## src/rtl/sensor_framer.sv

```systemverilog
// Sensor sample FIFO and ASCII frame serialiser for the FTDI byte link.
// Define SENSOR_FRAMER_CHECKSUM_EN to append a two-digit hex checksum.
module sensor_framer #(
   parameter int FIFO_DEPTH = 4,
   parameter int ID_WIDTH   = 4
) (
   input  logic                clk,
   input  logic                reset,
   input  logic                sample_valid,
   input  logic [ID_WIDTH-1:0] sample_id,
   input  logic [7:0]          sample_data,
   output logic                sample_ready,
   output logic [7:0]          tx_data,
   output logic                tx_start,
   input  logic                tx_ready,
   input  logic                tx_done,
   output logic                busy,
   output logic                overflow,
   output logic [7:0]          frame_count
);

   localparam int PW = $clog2(FIFO_DEPTH);
   localparam int CW = PW + 1;
   localparam logic [CW-1:0] FULL_CNT = CW'(FIFO_DEPTH);
`ifdef SENSOR_FRAMER_CHECKSUM_EN
   localparam logic [3:0] LAST_IDX = 4'd8;
`else
   localparam logic [3:0] LAST_IDX = 4'd6;
`endif

   typedef enum logic [1:0] {
      S_IDLE,
      S_LOAD,
      S_SEND,
      S_WAIT
   } state_t;

   state_t state, state_nxt;

   logic [ID_WIDTH-1:0] id_mem  [FIFO_DEPTH];
   logic [7:0]          dat_mem [FIFO_DEPTH];
   logic [PW-1:0]       wptr, rptr;
   logic [CW-1:0]       count;
   logic                full, empty, push, pop;

   logic [ID_WIDTH-1:0] fr_id;
   logic [7:0]          fr_data;
   logic [3:0]          idx;
   logic                start_nxt, idx_inc, frame_end;
   logic [7:0]          byte_sel;
   logic [7:0]          id8;

   function automatic logic [7:0] hex(input logic [3:0] n);
      if (n < 4'd10) return 8'h30 + {4'h0, n};
      else           return 8'h37 + {4'h0, n};
   endfunction

   assign full         = (count == FULL_CNT);
   assign empty        = (count == '0);
   assign sample_ready = !full;
   assign push         = sample_valid && !full;
   assign busy         = (state != S_IDLE) || !empty;

   always_comb begin
      state_nxt = state;
      pop       = 1'b0;
      start_nxt = 1'b0;
      idx_inc   = 1'b0;
      frame_end = 1'b0;
      unique case (state)
         S_IDLE: begin
            if (!empty && tx_ready) begin
               pop       = 1'b1;
               state_nxt = S_LOAD;
            end
         end
         S_LOAD: state_nxt = S_SEND;
         S_SEND: begin
            if (tx_ready) begin
               start_nxt = 1'b1;
               state_nxt = S_WAIT;
            end
         end
         S_WAIT: begin
            if (tx_done) begin
               if (idx == LAST_IDX) begin
                  frame_end = 1'b1;
                  state_nxt = S_IDLE;
               end else begin
                  idx_inc   = 1'b1;
                  state_nxt = S_LOAD;
               end
            end
         end
         default: state_nxt = S_IDLE;
      endcase
   end

   assign id8 = 8'(fr_id);

   always_comb begin
      byte_sel = 8'h00;
      case (idx)
         4'd0: byte_sel = 8'h53;
         4'd1: byte_sel = hex(id8[3:0]);
         4'd2: byte_sel = 8'h3A;
         4'd3: byte_sel = hex(fr_data[7:4]);
         4'd4: byte_sel = hex(fr_data[3:0]);
`ifdef SENSOR_FRAMER_CHECKSUM_EN
         4'd5: byte_sel = hex(id8[7:4] ^ fr_data[7:4]);
         4'd6: byte_sel = hex(id8[3:0] ^ fr_data[3:0]);
         4'd7: byte_sel = 8'h0D;
         4'd8: byte_sel = 8'h0A;
`else
         4'd5: byte_sel = 8'h0D;
         4'd6: byte_sel = 8'h0A;
`endif
         default: byte_sel = 8'h00;
      endcase
   end

   // Storage needs no reset; occupancy alone defines validity.
   always_ff @(posedge clk) begin
      if (push) begin
         id_mem[wptr]  <= sample_id;
         dat_mem[wptr] <= sample_data;
      end
   end

   always_ff @(posedge clk) begin
      if (!reset) begin
         state       <= S_IDLE;
         wptr        <= '0;
         rptr        <= '0;
         count       <= '0;
         fr_id       <= '0;
         fr_data     <= 8'h00;
         idx         <= 4'd0;
         tx_data     <= 8'h00;
         tx_start    <= 1'b0;
         overflow    <= 1'b0;
         frame_count <= 8'h00;
      end else begin
         state    <= state_nxt;
         tx_start <= start_nxt;
         if (push) wptr <= wptr + 1'b1;
         if (pop)  rptr <= rptr + 1'b1;
         if (push && !pop)      count <= count + 1'b1;
         else if (!push && pop) count <= count - 1'b1;
         if (sample_valid && full) overflow <= 1'b1;
         if (pop) begin
            fr_id   <= id_mem[rptr];
            fr_data <= dat_mem[rptr];
            idx     <= 4'd0;
         end
         if (idx_inc) idx <= idx + 4'd1;
         if (state == S_LOAD) tx_data <= byte_sel;
         if (frame_end) frame_count <= frame_count + 8'd1;
      end
   end

endmodule

```

## config.mk

```make
export PLATFORM = sky130hd
export DESIGN_NAME = sensor_framer
export DESIGN_NICKNAME = d
export VERILOG_FILES = /design/src/rtl/sensor_framer.sv
export SDC_FILE = /design/constraint.sdc
export NUM_CORES = 1
export LEC_CHECK = 0
export CORE_ASPECT_RATIO = 0.75
export CORE_MARGIN = 2
export CORE_UTILIZATION = 52
export CTS_CLUSTER_SIZE = 24
export DETAILED_ROUTE_END_ITERATION = 7
export HOLD_SLACK_MARGIN = 0.1
export PLACE_DENSITY = 0.76
export SYNTH_ARGS = -nofsm -noshare
export SYNTH_HDL_FRONTEND = slang
export SYNTH_SLANG_ARGS = --single-unit
```

## constraint.sdc

```tcl
create_clock -name clk -period 2.2 [get_ports clk]
set_clock_uncertainty 0.15 [all_clocks]
set_input_delay 0.22 -clock clk [delete_from_list [all_inputs] [get_ports clk]]
set_output_delay 0.22 -clock clk [all_outputs]
set_load 0.02 [all_outputs]
```

==> results.toml, run 1 <==
[power_and_ir_drop]
power_density_nw_per_um2 = 1020
max-vdd-ir-drop_mv = 0.974
leakagePower_nw = 1.78

[clock_network]
clkSinkCount = 90
cts.path.max_buffers = 2
numCtsBuffers = 9
clk_latency_ns = 0.36
cts_tree = "built"
clkTransAtPathRegs_ns = 0.09
cts-root-buf = "clkbuf_8"
h-tree-depth = 3

[timing]
worst_pin_slew_ns = 0.654
fmax_mhz = 473
finalSetupViolCount = 0
rsz0062_at_grt = "true"
setup_tns_ns = 0
min_period_ns = 2.11
slew_viol_final = 0
fin_crit_sh = 0.961
timing.slew.headroom = 0.563
hold_viol_final = 0

[detailed_routing]
drc = 0
vias_per_cell = 5.54
ant_nets = 0
drt_iter0_markers = 174
routed_wl_um = 7960
wire_per_inst_um = 16.0
vias = 2762
firstDrtPassIters = 4

[grt]
grtUsageMet1 = 0.248
grt_overflow_total = 0
grtUsageMet3 = 0.0587
grt_antenna_before_repair = 0
grt_util_met2 = 0.323
grt_pass1_wl_um = 12900
top_usage_layer = "met2"
grt_pass1_vias = 2653
grt_util_all_layers = 0.195
grt_max_degree = 40

[logic_synthesis]
syn_avg_cell_area_sq_um = 12.3
synth_xor_area_frac = 0.0273
yosys_register_bits = 90
ys.flop_type = "edfxtp_1"
synthSimpleGateAreaFrac = 0.142
syn_inst = 340
synthAdderAreaFrac = 0.0558
synth-compound-area-share = 0.113
syn_area_sq_um = 4170
synth_top_family_by_area = "simple AND/OR/NAND/NOR gates"
yosys_warnings = 0
muxShareOfSynthArea = 0.0753
synth_edf_count = 48
synth_cell_type_count = 58
synth_nets = 375
synth-seq-area-share = 0.547
async_reset_ff_frac = 0

[final_layout]
multi_input_area_sq_um = 1760
regArea_sq_um = 2290
fillCellCount = 617
nets = 424
synthToLayoutAreaGrowth_pct = 18.3
drive_gt1_frac = 0.160
diodes = 0
fin_area_sq_um = 4930

[placement]
numPortBuffers = 35
postPlaceCellArea_sq_um = 4690
gp_congestion = 0.816
dpl.hpwl_um = 5620

[floorplan]
num_rows = 28
io_pins = 37
die_x_um = 107
die_area_sq_um = 8760
start_util = 0.531
coreArea_sq_um = 7850
die_h_um = 81.6

[worst_setup_path]
crit_path_start_kind = "register"
crit_type = "register to output port"
worst-endpoint-required_ns = 1.83
cp_max_fo = 4
end_kind = "output port"
cp.arrival_ns = 1.74

[flow_run]
drv_cap = 0

[worst_hold_path]
hp-class = "register to register"

[outcome]
status = "completed"
==> final timing paths <==
check                           cells past startpoint  slack [ns]               startpoint                 endpoint
worst max-delay path                                4        0.09    count[0]$_SDFFE_PN0P_                     busy
worst min-delay path                                2        0.30  tx_data[6]$_SDFFE_PN0N_  tx_data[6]$_SDFFE_PN0N_
worst max register to register                      8        0.09    count[1]$_SDFFE_PN0P_    count[2]$_SDFFE_PN0P_
worst min register to register                      2        0.30  tx_data[6]$_SDFFE_PN0N_  tx_data[6]$_SDFFE_PN0N_
==> where the power goes <==
part           switching, mW  internal [mW]
sequential             0.209           2.05
clock                  0.557          0.639
combinational          0.782          0.782
total                   1.55           3.47
==> synth_stat cells (all sizes together) (2+ instances only) <==
cell | n | share of area
nand4 | 4 | 0.0096
o211ai | 2 | 0.0036
o21ai | 18 | 0.022
a21oi | 13 | 0.016
xnor2 | 10 | 0.021
a22o | 3 | 0.0063
mux4 | 12 | 0.066
nor2b | 14 | 0.021
and2 | 10 | 0.015
a31oi | 2 | 0.0030
buf | 9 | 0.019
nand3b | 2 | 0.0066
edfxtp | 48 | 0.35
inv | 17 | 0.015
nand2 | 41 | 0.037
nand3 | 5 | 0.0060
ha | 17 | 0.051
a221oi | 2 | 0.0042
xor2 | 3 | 0.0063
nand2b | 2 | 0.0030
o221ai | 2 | 0.0042
and3 | 6 | 0.0090
nor2 | 8 | 0.013
mux2i | 4 | 0.0096
a21boi | 15 | 0.027
o31ai | 4 | 0.0072
nor3b | 3 | 0.0081
nor3 | 4 | 0.0087
clkbuf | 4 | 0.0036
dfxtp | 42 | 0.20
==> cells by family (layout without fill, tap and decap cells) <==
group | after synthesis | in the layout
AO/OA/AOI/OAI | 70 | 70
buffers and inverters | 30 | 84
flip-flops | 90 | 90
other | 1 | 1
XOR/XNOR | 13 | 13
AND/OR/NAND/NOR | 102 | 102
adder cells (fa/ha/maj) | 18 | 18
multiplexers | 16 | 16
==> stage by stage <==
| stage | hold slack, ns | util | worst slack, ns | instances | power [mW] |
|---|---|---|---|---|---|
| floorplan | 0.169 | - | -0.0127 | 340 | 3.37 |
| global placement | 0.287 | 0.598 | 0.0123 | 480 | 3.74 |
| detailed placement | 0.287 | 0.598 | -0.0218 | 480 | 3.82 |
| CTS | 0.299 | 0.625 | 0.0472 | 496 | 5.01 |
| global route | 0.332 | 0.629 | 0.000314 | 499 | 5.31 |
| finish | 0.298 | 0.629 | 0.0864 | 499 | 5.02 |
==> critical path: stages (launching register included) <==
cell	delay (ns)
dfxtp_2	0.41
nor2_1	0.09
buf_4	0.14
nand3b_1	0.12
clkdlybuf4s50_1	0.62
==> placed cells by master (no fill, tap or decap), drive strengths merged, types with 4 or more instances in the layout <==
cell	count
a21oi	13
mux2i	4
clkbuf	11
dfxtp	42
nor2b	14
nand4	4
edfxtp	48
and2	10
buf	16
o21ai	18
clkdlybuf4s50	35
ha	17
a21boi	15
nor3	4
inv	17
o31ai	4
and3	6
nor2	8
nand2	41
xnor2	10
nand3	5
mux4	12
==> state kept, by name, indices dropped and copies added (netlist names) <==
| name | flops |
|---|---|
| dat_mem | 32 |
| id_mem | 16 |
| fr_data | 8 |
| frame_count | 8 |
| tx_data | 7 |
| fr_id | 4 |
| idx | 4 |
| count | 3 |
| rptr | 2 |
| state | 2 |
| wptr | 2 |
| overflow | 1 |
| tx_start | 1 |
==> routing by layer <==
metal	vias up	routed length [um]	share of wire
met5	-	0	0
met4	0	94	0.012
met3	7	312	0.039
met2	57	3820	0.48
met1	1368	3740	0.47
li1	1330	-	-
==> repair_timing <==
action / in CTS / in global routing
buffers inserted: 0 / 3
resized for setup: 0 / 4
setup endpoints to repair: 0 / 2
hold buffers: 0 / 0
==> layout make-up <==
class                           instances  area share
Clock buffer                           11      0.0266
Clock inverter                          5      0.0160
Inverter                               17      0.0134
Multi-Input combinational cell        220       0.357
Sequential cell                        90       0.465
Tap cell                              105      0.0266
Timing Repair Buffer                   51      0.0954
No activity file was read; power rests on OpenSTA's default activity.
==> run 2: changes to the inputs <==
- CORE_ASPECT_RATIO: 0.75 -> not set
- CORE_UTILIZATION: 52 -> 60
- PLACE_DENSITY: 0.76 -> 0.83
- clock period: 2.2 -> 2.65 ns (I/O delays scaled with it)
==> results.toml, run 2 (synthesis gave the netlist of run 1 again) <==
[floorplan]
die_area_sq_um = 7630
io_pins = 37
die_x_um = 87.4
start_util = 0.617
die_h_um = 87.4
coreArea_sq_um = 6760
num_rows = 30

[grt]
grt_pass1_wl_um = 12100
grt_antenna_before_repair = 0
grt_max_degree = 40
grt_overflow_total = 0
grt_pass1_vias = 2613
grt_util_all_layers = 0.207

[timing]
finalSetupViolCount = 0
fin_crit_sh = 0.918
worst_pin_slew_ns = 0.613
setup_tns_ns = 0
fin_ws_ns = 0.217
hold_viol_final = 0
timing.slew.headroom = 0.591
min_period_ns = 2.43
slew_viol_final = 0
fmax_mhz = 411
rsz0062_at_grt = "false"

[final_layout]
regMostFlops = "dat_mem"
nets = 417
drive_gt1_frac = 0.119
largestRegisters = "dat_mem x32, id_mem x16"
fillCellCount = 476
final_cell_mix = "48 x edfxtp_1, 42 x dfxtp_1, 41 x nand2_1"
regArea_sq_um = 2280
multi_input_area_sq_um = 1730
layout_commonest_cell = "edfxtp_1"
synthToLayoutAreaGrowth_pct = 14.4
diodes = 0
largest_reg_flops = 32

[placement]
numPortBuffers = 35
dpl.hpwl_um = 5140
gp_congestion = 0.833
place_worst_setup_slack_ns = 0.117

[worst_setup_path]
end_kind = "register"
path_cells = "nor2_1 -> nand2_1 -> and2_1 -> ha_1 -> inv_1 -> fa_1 -> xor2_1 -> or3_1 -> a21boi_0"
path_delay_family = "simple AND/OR/NAND/NOR gates"
crit_type = "register to register"
cp.arrival_ns = 2.57
cp_max_fo = 6
worst-endpoint-required_ns = 2.79
critPathMaxStageDelay_ns = 0.45
crit_path_start_kind = "register"
reg2reg_slack_ns = 0.22
slowest_stage = "dfxtp_1"
crit_buf_inv = 1

[detailed_routing]
routed_wl_um = 7310
drc = 0
ant_nets = 0
vias = 2679
vias_per_cell = 5.74
drt_iter0_markers = 160
firstDrtPassIters = 4
wire_per_inst_um = 15.6

[clock_network]
cts_hold_buf = 0
cts.path.max_buffers = 2
h-tree-depth = 3
cts_tree = "built"
clkTransAtPathRegs_ns = 0.09
numCtsBuffers = 9
cts-resized-gates = 0
cts-root-buf = "clkbuf_8"
clkSinkCount = 90
clk_latency_ns = 0.36
postCtsSetupBuffers = 0

[flow_run]
drv_cap = 0

[power_and_ir_drop]
power_density_nw_per_um2 = 814
max-vdd-ir-drop_mv = 0.457
leakagePower_nw = 1.72
power_mw = 3.88

[worst_hold_path]
hp-class = "register to register"

[outcome]
status = "completed"
run 2: cell types whose count changed in the layout (fill, tap and decap cells not counted), sizes merged:
cell,previous run,this run
bufinv,2,0
buf,16,9
inv,17,19
clkbuf,11,10
clkinvlp,0,1
run 2: layout make-up:
| class | count | share of cell area |
|---|---|---|
| multi-input combinational | 220 | 0.362 |
| timing repair buffer | 44 | 0.0876 |
| sequential | 90 | 0.478 |
| tap | 80 | 0.0210 |
| clock buffer | 10 | 0.0268 |
| clock inverter | 6 | 0.0105 |
| inverter | 17 | 0.0134 |
run 2: tightest hold or removal path, delay by kind of cell, from the launching register on:
family	cells	cell delay [ns]
flip-flops	1	0.32
AND/OR/NAND/NOR	2	0.09
run 2: power breakdown:
part           total (mW)  internal (mW)  switching, mW
sequential           1.89           1.69          0.197
combinational        1.14          0.579          0.565
clock               0.853          0.353          0.500
total                3.88           2.62           1.26
run 2: metrics by stage:
stage | area, sq um | hold WS (ns) | utilization | cells
6_report | 4770 | 0.299 | 0.706 | 467
3_5_place_dp | 4590 | 0.285 | 0.680 | 451
2_1_floorplan | 4170 | 0.214 | - | 340
4_1_cts | 4770 | 0.299 | 0.706 | 467
3_3_place_gp | 4590 | 0.282 | 0.680 | 451
5_1_grt | 4770 | 0.331 | 0.706 | 467
run 2: metal layers:
| metal | global-route usage | wire length [um] | vias up |
|---|---|---|---|
| met3 | 0.0417 | 285 | 13 |
| met1 | 0.279 | 3340 | 1275 |
| met2 | 0.322 | 3550 | 69 |
| li1 | - | - | 1322 |
| met4 | 0.103 | 138 | 0 |
| met5 | 0 | 0 | - |
run 2: path summary, 6_finish.rpt:
kind,depth (start not counted),start,endpoint
max,9,count[0]$_SDFFE_PN0P_,count[2]$_SDFFE_PN0P_
min,2,tx_data[6]$_SDFFE_PN0N_,tx_data[6]$_SDFFE_PN0N_
max reg2reg,9,count[0]$_SDFFE_PN0P_,count[2]$_SDFFE_PN0P_
min reg2reg,2,tx_data[6]$_SDFFE_PN0N_,tx_data[6]$_SDFFE_PN0N_
